**src/rtl/ccc_rst_pkg.sv**
```systemverilog
// Shared types and helpers for the CCC reset sequencer: FSM state encoding,
// loss-counter width and the sequencing-counter width calculation.
package ccc_rst_pkg;

    localparam int LOSS_W = 8;

    typedef enum logic [2:0] {
        ST_WAIT_LOCK = 3'd0,
        ST_STABLE    = 3'd1,
        ST_RELEASE   = 3'd2,
        ST_RUN       = 3'd3,
        ST_FAULT     = 3'd4
    } state_t;

    // Width large enough to hold the biggest terminal count of any active interval.
    function automatic int cnt_width(input int unsigned a, input int unsigned b,
                                     input int unsigned c);
        int unsigned m;
        m = a;
        if (b > m) m = b;
        if (c > m) m = c;
        return $clog2(m) + 1;
    endfunction

endpackage

```
**src/rtl/ccc_rst_sync2.sv**
```systemverilog
// Two-flop synchronizer with synchronous active-high clear, for single-bit
// level signals crossing into clk.
module ccc_rst_sync2 (
    input  logic clk,
    input  logic srst,
    input  logic d,
    output logic q
);

    logic meta_reg;
    logic q_reg;

    always_ff @(posedge clk) begin
        if (srst) begin
            meta_reg <= 1'b0;
            q_reg    <= 1'b0;
        end else begin
            meta_reg <= d;
            q_reg    <= meta_reg;
        end
    end

    assign q = q_reg;

endmodule

```
**src/rtl/ccc_rst_sequencer.sv**
```systemverilog
// Fabric reset sequencer: waits for a stable CCC lock, then releases staged
// active-low resets. Optional lock watchdog: CCC_RST_SEQUENCER_LOCK_WATCHDOG_EN.
module ccc_rst_sequencer
    import ccc_rst_pkg::*;
#(
    parameter int unsigned NUM_STAGES          = 3,
    parameter int unsigned LOCK_STABLE_CYCLES  = 1024,
    parameter int unsigned STAGE_GAP_CYCLES    = 64,
    parameter int unsigned LOCK_TIMEOUT_CYCLES = 65536
) (
    input  logic                  CLK,
    input  logic                  RESET,
    input  logic                  CCC_LOCK,
    input  logic                  SW_RESET_REQ,
    output logic [NUM_STAGES-1:0] STAGE_RSTN,
    output logic                  READY,
    output logic                  LOCK_LOST,
    output logic [LOSS_W-1:0]     LOSS_COUNT,
    output logic                  FAULT
);

`ifdef CCC_RST_SEQUENCER_LOCK_WATCHDOG_EN
    localparam bit WD_EN = 1'b1;
`else
    localparam bit WD_EN = 1'b0;
`endif

    localparam int unsigned WD_SPAN  = WD_EN ? LOCK_TIMEOUT_CYCLES : 1;
    localparam int unsigned REL_SPAN = (NUM_STAGES - 1) * STAGE_GAP_CYCLES + 1;
    localparam int          CW       = cnt_width(LOCK_STABLE_CYCLES, REL_SPAN, WD_SPAN);

    localparam logic [CW-1:0] STABLE_LAST  = CW'(LOCK_STABLE_CYCLES - 1);
    localparam logic [CW-1:0] RELEASE_LAST = CW'((NUM_STAGES - 1) * STAGE_GAP_CYCLES);
`ifdef CCC_RST_SEQUENCER_LOCK_WATCHDOG_EN
    localparam logic [CW-1:0] TIMEOUT_LAST = CW'(LOCK_TIMEOUT_CYCLES - 1);
`endif

    logic                  lock_s;
    state_t                state_reg, state_next;
    logic [CW-1:0]         cnt_reg, cnt_next;
    logic                  cnt_run;
    logic [NUM_STAGES-1:0] stage_rstn_reg, stage_rstn_next;
    logic [NUM_STAGES-1:0] stage_due;
    logic                  ready_reg, ready_next;
    logic                  lock_lost_reg, lock_lost_next;
    logic [LOSS_W-1:0]     loss_count_reg, loss_count_next;
    logic                  loss_event;
`ifdef CCC_RST_SEQUENCER_LOCK_WATCHDOG_EN
    logic                  fault_reg, fault_next;
`endif

    ccc_rst_sync2 u_lock_sync (
        .clk  (CLK),
        .srst (RESET),
        .d    (CCC_LOCK),
        .q    (lock_s)
    );

    // Stage k (k>=1) goes high on the edge where the RELEASE count reaches k*gap.
    genvar gi;
    generate
        for (gi = 0; gi < NUM_STAGES; gi++) begin : g_due
            if (gi == 0) begin : g_first
                assign stage_due[gi] = 1'b0;
            end else begin : g_rest
                localparam logic [CW-1:0] DUE = CW'(gi * STAGE_GAP_CYCLES - 1);
                assign stage_due[gi] = (cnt_reg == DUE);
            end
        end
    endgenerate

    always_comb begin
        state_next      = state_reg;
        cnt_next        = cnt_reg;
        cnt_run         = 1'b0;
        stage_rstn_next = stage_rstn_reg;
        lock_lost_next  = lock_lost_reg;
        loss_count_next = loss_count_reg;
        loss_event      = 1'b0;
`ifdef CCC_RST_SEQUENCER_LOCK_WATCHDOG_EN
        fault_next      = fault_reg;
`endif

        case (state_reg)
            ST_WAIT_LOCK: begin
                if (lock_s) begin
                    state_next = ST_STABLE;
                end else begin
`ifdef CCC_RST_SEQUENCER_LOCK_WATCHDOG_EN
                    if (cnt_reg == TIMEOUT_LAST) begin
                        state_next = ST_FAULT;
                        fault_next = 1'b1;
                    end else begin
                        cnt_run = 1'b1;
                    end
`endif
                end
            end
            ST_STABLE: begin
                if (!lock_s) begin
                    loss_event = 1'b1;
                end else if (SW_RESET_REQ) begin
                    state_next = ST_WAIT_LOCK;
                end else if (cnt_reg == STABLE_LAST) begin
                    state_next         = ST_RELEASE;
                    stage_rstn_next[0] = 1'b1;
                end else begin
                    cnt_run = 1'b1;
                end
            end
            ST_RELEASE: begin
                if (!lock_s) begin
                    loss_event = 1'b1;
                end else if (SW_RESET_REQ) begin
                    state_next = ST_WAIT_LOCK;
                end else begin
                    stage_rstn_next = stage_rstn_reg | stage_due;
                    if (cnt_reg == RELEASE_LAST) begin
                        state_next = ST_RUN;
                    end else begin
                        cnt_run = 1'b1;
                    end
                end
            end
            ST_RUN: begin
                if (!lock_s) begin
                    loss_event = 1'b1;
                end else if (SW_RESET_REQ) begin
                    state_next = ST_WAIT_LOCK;
                end
            end
`ifdef CCC_RST_SEQUENCER_LOCK_WATCHDOG_EN
            ST_FAULT: begin
                if (SW_RESET_REQ) begin
                    state_next = ST_WAIT_LOCK;
                    fault_next = 1'b0;
                end
            end
`endif
            default: begin
                state_next = ST_WAIT_LOCK;
            end
        endcase

        // Lock loss outranks a coincident software request and is counted once.
        if (loss_event) begin
            state_next     = ST_WAIT_LOCK;
            lock_lost_next = 1'b1;
            if (loss_count_reg != {LOSS_W{1'b1}}) begin
                loss_count_next = loss_count_reg + 1'b1;
            end
        end

        if (state_next == ST_WAIT_LOCK || state_next == ST_FAULT) begin
            stage_rstn_next = '0;
        end

        if (state_next != state_reg) begin
            cnt_next = '0;
        end else if (cnt_run) begin
            cnt_next = cnt_reg + 1'b1;
        end

        ready_next = (state_next == ST_RUN);
    end

    always_ff @(posedge CLK) begin
        if (RESET) begin
            state_reg      <= ST_WAIT_LOCK;
            cnt_reg        <= '0;
            stage_rstn_reg <= '0;
            ready_reg      <= 1'b0;
            lock_lost_reg  <= 1'b0;
            loss_count_reg <= '0;
        end else begin
            state_reg      <= state_next;
            cnt_reg        <= cnt_next;
            stage_rstn_reg <= stage_rstn_next;
            ready_reg      <= ready_next;
            lock_lost_reg  <= lock_lost_next;
            loss_count_reg <= loss_count_next;
        end
    end

`ifdef CCC_RST_SEQUENCER_LOCK_WATCHDOG_EN
    always_ff @(posedge CLK) begin
        if (RESET) begin
            fault_reg <= 1'b0;
        end else begin
            fault_reg <= fault_next;
        end
    end
    assign FAULT = fault_reg;
`else
    assign FAULT = 1'b0;
`endif

    assign STAGE_RSTN = stage_rstn_reg;
    assign READY      = ready_reg;
    assign LOCK_LOST  = lock_lost_reg;
    assign LOSS_COUNT = loss_count_reg;

endmodule

```
**config.mk**
```make
export PLATFORM = sky130hd
export DESIGN_NAME = ccc_rst_sequencer
export DESIGN_NICKNAME = d
export VERILOG_FILES = /design/src/rtl/ccc_rst_pkg.sv /design/src/rtl/ccc_rst_sync2.sv /design/src/rtl/ccc_rst_sequencer.sv
export SDC_FILE = /design/constraint.sdc
export NUM_CORES = 1
export LEC_CHECK = 0
export ABC_AREA = 1
export ABC_CLOCK_PERIOD_IN_PS = 2300
export CORE_UTILIZATION = 45
export DETAILED_ROUTE_END_ITERATION = 16
export PLACE_DENSITY = 0.66
export SYNTH_ARGS = -nofsm -noshare
export SYNTH_HDL_FRONTEND = slang
export SYNTH_SLANG_ARGS = --single-unit
```
**constraint.sdc**
```tcl
create_clock -name CLK -period 2.3 [get_ports CLK]
set_input_delay 0.46 -clock CLK [delete_from_list [all_inputs] [get_ports CLK]]
set_output_delay 0.46 -clock CLK [all_outputs]
set_load 0.05 [all_outputs]
```
==> results by stage, run 1 <==
Run status:
- The run finished with clean final reports.

Floorplanning:
- The area of the die is 3900 µm².
- The floorplan die width is 62.4 µm.
- The number of placement rows is 21.
- The count of pins on the block boundary is 18.
- The y dimension of the die is 62.4 µm.
- The core area is ~3400 µm².
- The initial utilization of the core area, before any placement, comes to 0.481.

Clock network:
- The hold buffer count at CTS is 0.
- The number of setup buffers added after CTS is 0.
- In this run the clock root is driven by a clkbuf_4.
- The number of gates given a new drive strength after cts is 0.
- TritonCTS built the clock tree.
- No sink is reached through more buffers than the 2 on the longest clock path.
- The total number of H-tree levels is 2.
- The number of buffers created by CTS is 5.
- The clock drives 29 sinks.
- The clock transition at the registers of the reported paths is 0.09 ns.
- The clock reaches the later pin of the worst-skew pair after 0.32 ns.

Synthesis:
- The most frequently used cell type in the post-synthesis netlist is nand2_1.
- In the synthesized netlist, the cells that appear most often are nand2_1 (57), inv_1 (32), dfxtp_1 (29).
- The register bit total from synthesis is 29.
- Summing every instance area after synthesis gives about 1600 µm².
- Of the total synthesized cell area, the portion taken by AND, OR, NAND and NOR gates is 0.368.
- The number of flops mapped to enable cells by yosys is 0.
- The most used flip-flop cell after synthesis is dfxtp_1.
- The xor-xnor portion of the synthesized cell area is 0.0533.
- In this run the mean area of a mapped cell was 7.09 µm².
- After synthesis, the cell types taking the most area are dfxtp_1 (35%), nand2_1 (13%), inv_1 (7.3%), nor2_1 (5.7%), nor2_2 (3.8%).
- After synthesis, the largest family of logic cells by area is simple AND/OR/NAND/NOR gates.
- Of the post-synthesis cell area, the part taken by muxes is 0.
- Of the post-synthesis cell area, the dominant cell type holds 0.353.
- Counting every instance in the synthesized netlist gives 232.
- For this run, the register share of the synthesized area comes to 0.353.
- The adder and majority gate portion of the synthesized area is 0.0228.
- In the synthesized netlist the async set-or-reset flop fraction comes to 0.
- Yosys printed 0 warnings.
- The compound-cell area share of the yosys netlist is 0.0967.
- After synthesis, the netlist uses 32 different library cells.
- The cell taking the most area after synthesis is dfxtp_1.

Worst setup path:
- Along the worst path, the maximum fanout reaches 6.
- The critical path goes through clkdlybuf4s50_1.
- The category of the worst setup path launch point is a flip-flop.
- The reg-to-reg startpoint is cnt_reg[1]$_SDFFE_PP0P_.
- The endpoint of the worst register-to-register path is cnt_reg[1]$_SDFFE_PP0P_.
- In this run the number of cells on the critical path is 1.
- The critical path in this run is classified as flip-flop to primary output.
- The kind of end point of the critical path is a primary output.
- The arrival time reported for the critical path endpoint is 1.59 ns.
- The maximum single-stage delay on the critical path is 0.84 ns.
- The total buffers and inverters traversed by the critical path is 1.
- The logic depth of the worst register-to-register path is 12.
- Among cell families on the critical path, the largest total delay comes from buffers and inverters.
- The launch point of the critical path is LOSS_COUNT[5]$_SDFFE_PP0P_.
- Setup slack on the worst reg-to-reg path comes out at between 0.3 and 0.4 ns.
- STA puts the critical path data required time at between 1.5 and 2 ns.
- For this design, the slowest cell found on the critical path is clkdlybuf4s50_1.

Hold path:
- The path with the worst hold slack has its endpoint at u_lock_sync.q$_SDFF_PP0_.
- The classification of the worst-slack hold path is flip-flop to flip-flop.
- The startpoint identified for the worst hold timing path is u_lock_sync.meta_reg$_SDFF_PP0_.
- The worst hold path depth is 2.

Final layout:
- The repair_antennas step left the layout with diodes totalling 0.
- For this run, the post-layout net count is 261.
- Registers take 581 µm².
- The post-route core utilization is 0.558.
- The layout has 353 filler cells.
- The area growth from synthesis to layout is 15.8%.
- The multi-input gate area in the final layout is about 900 µm².
- In the final layout, the share of cells above drive strength 1 is 0.154.
- The flip-flop count of the largest register after layout is 11.

Power and ir drop:
- Of the total power, registers draw 0.590.
- The share of total power dissipated in combinational logic is 0.055.
- The internal power of the cells is 666 µW.
- The maximum resistive drop on vdd is 0.273 mV.
- The total leakage power is about 0.00073 µW.
- Of the total power, the clock network draws 0.356.
- The areal power density over the cells is 453 nW/µm².
- Of the total power, the share spent switching nets is 0.229.
- Summed over all nets, the switching power comes to 197 µW.

Timing:
- The total setup violations reported at the end of the flow is 0.
- The share of the cycle needed by the critical path after routing is 0.891.
- The final period demand of the worst path is just over 2 ns.
- Setup repair after global routing left no endpoint under its margin.
- The final hold violation count is 0.
- The relative slew slack is 0.664.
- For the pin with the worst max-slew slack, the measured transition is 0.502 ns.
- The total negative setup slack is 0 ns.
- The final max-slew violation count is 0.
- The clock tree skew after final layout is between 0.01 and 0.015 ns.
- The maximum achievable frequency is slightly below 500 MHz.

Routing:
- In the routed design, unresolved DRC markers number 0.
- The post-detailed-route via-to-cell ratio is 4.65.
- Before antenna repair, the detailed router went through 4 iterations.
- The number of nets with antenna violations after detailed routing is 0.
- In the final routed layout, each cell accounts on average for 10.3 µm.
- After the first detailed-routing iteration, the DRC count stood at 65.
- Detailed routing inserted a total of 1395 vias.
- The total detailed-routing wirelength is 3080 µm.

GRT:
- The overall track demand over capacity in global routing is 0.181.
- The leftover overflow at the end of global routing is 0.
- The global-route wire length before repair is approximately 5600 µm.
- The initial antenna violation count is 0.
- The via count of the first global-routing pass is 1304.
- Entering global routing, the biggest net connects 15 pins.

Flow run:
- Across the run, the number of max-cap violations was 0.

Placement:
- The half-perimeter wire length of the detailed placement result is 2310 µm.
- The routability congestion estimate is about 0.8.
- During placement, the flow inserted port buffers numbering 16.
==> stage by stage <==
step | setup slack, ns | hold slack [ns] | power, µW | std cells | instance area (µm²)
6_report | 0.250 | 0.411 | 864 | 300 | 1900
5_1_grt | 0.171 | 0.448 | 908 | 300 | 1900
4_1_cts | 0.230 | 0.416 | 874 | 300 | 1900
3_5_place_dp | 0.242 | 0.404 | 568 | 293 | 1850
3_3_place_gp | 0.291 | 0.398 | 568 | 293 | 1850
2_1_floorplan | 0.498 | 0.388 | 556 | 233 | 1650
==> cell type report <==
class                      instances  share of cell area
timing repair buffer              19              0.0959
multi-input combinational        164               0.471
clock buffer                       7              0.0289
tap                               46              0.0302
sequential                        29               0.305
inverter                          35              0.0690
==> cells by family (layout without fill, tap and decap cells) <==
kind of cell / after synthesis / count (layout)
AOI/OAI and AO/OA: 24 / 24
xor gates and xnor gates: 10 / 10
adders and majority gates: 3 / 3
buffers and inverters: 40 / 61
DFF: 29 / 29
other: 1 / 2
and+or+nand+nor: 125 / 125
==> cells in the final DEF (no fill, tap or decap), types with 2 or more instances in the layout <==
cell type	count
nand2_2	5
xor2_1	7
dfxtp_1	29
a21oi_4	2
nand4_1	2
nor3_1	5
conb_1	2
buf_4	3
nand3_2	4
nand3_1	12
nand2_1	57
xnor2_1	3
clkdlybuf4s50_1	16
a31oi_1	3
inv_2	3
o21ai_0	7
nor2_1	25
clkbuf_4	5
inv_1	32
ha_1	3
a21oi_1	8
nor2_2	10
==> routing by layer <==
layer	share of wire	track usage
met4	0.0055	0.0523
met2	0.44	0.283
met5	0	0
met3	0.043	0.0584
met1	0.51	0.238
==> power by group through the flow <==
stage / combinational [µW] / sequential [µW] / clock, µW
2_1_floorplan: 33.4 / 523 / 0
3_3_place_gp: 47.1 / 521 / 0
3_5_place_dp: 47.6 / 521 / 0
4_1_cts: 47.7 / 509 / 318
5_1_grt: 52.7 / 510 / 346
6_report: 47.2 / 509 / 307
==> how the worst max path moves through the flow <==
stage	endpoint	slack (ns)
3_3_place_gp	cnt_reg[0]$_SDFFE_PP0P_	0.29
4_1_cts	LOSS_COUNT[5]	0.23
3_5_place_dp	cnt_reg[0]$_SDFFE_PP0P_	0.24
2_1_floorplan	LOSS_COUNT[5]$_SDFFE_PP0P_	0.50
5_1_grt	cnt_reg[0]$_SDFFE_PP0P_	0.17
6_report	LOSS_COUNT[5]	0.25
Note: power is estimated with default switching activity, not from simulation.
==> run 2: changes to the inputs <==
--- a/config.mk
+++ b/config.mk
@@ -13,3 +13,4 @@
 export SYNTH_ARGS = -nofsm -noshare
 export SYNTH_HDL_FRONTEND = slang
 export SYNTH_SLANG_ARGS = --single-unit
+export TNS_END_PERCENT = 1
==> results of run 2 <==
Final layout, timing and power as in run 1 (identical DEF).
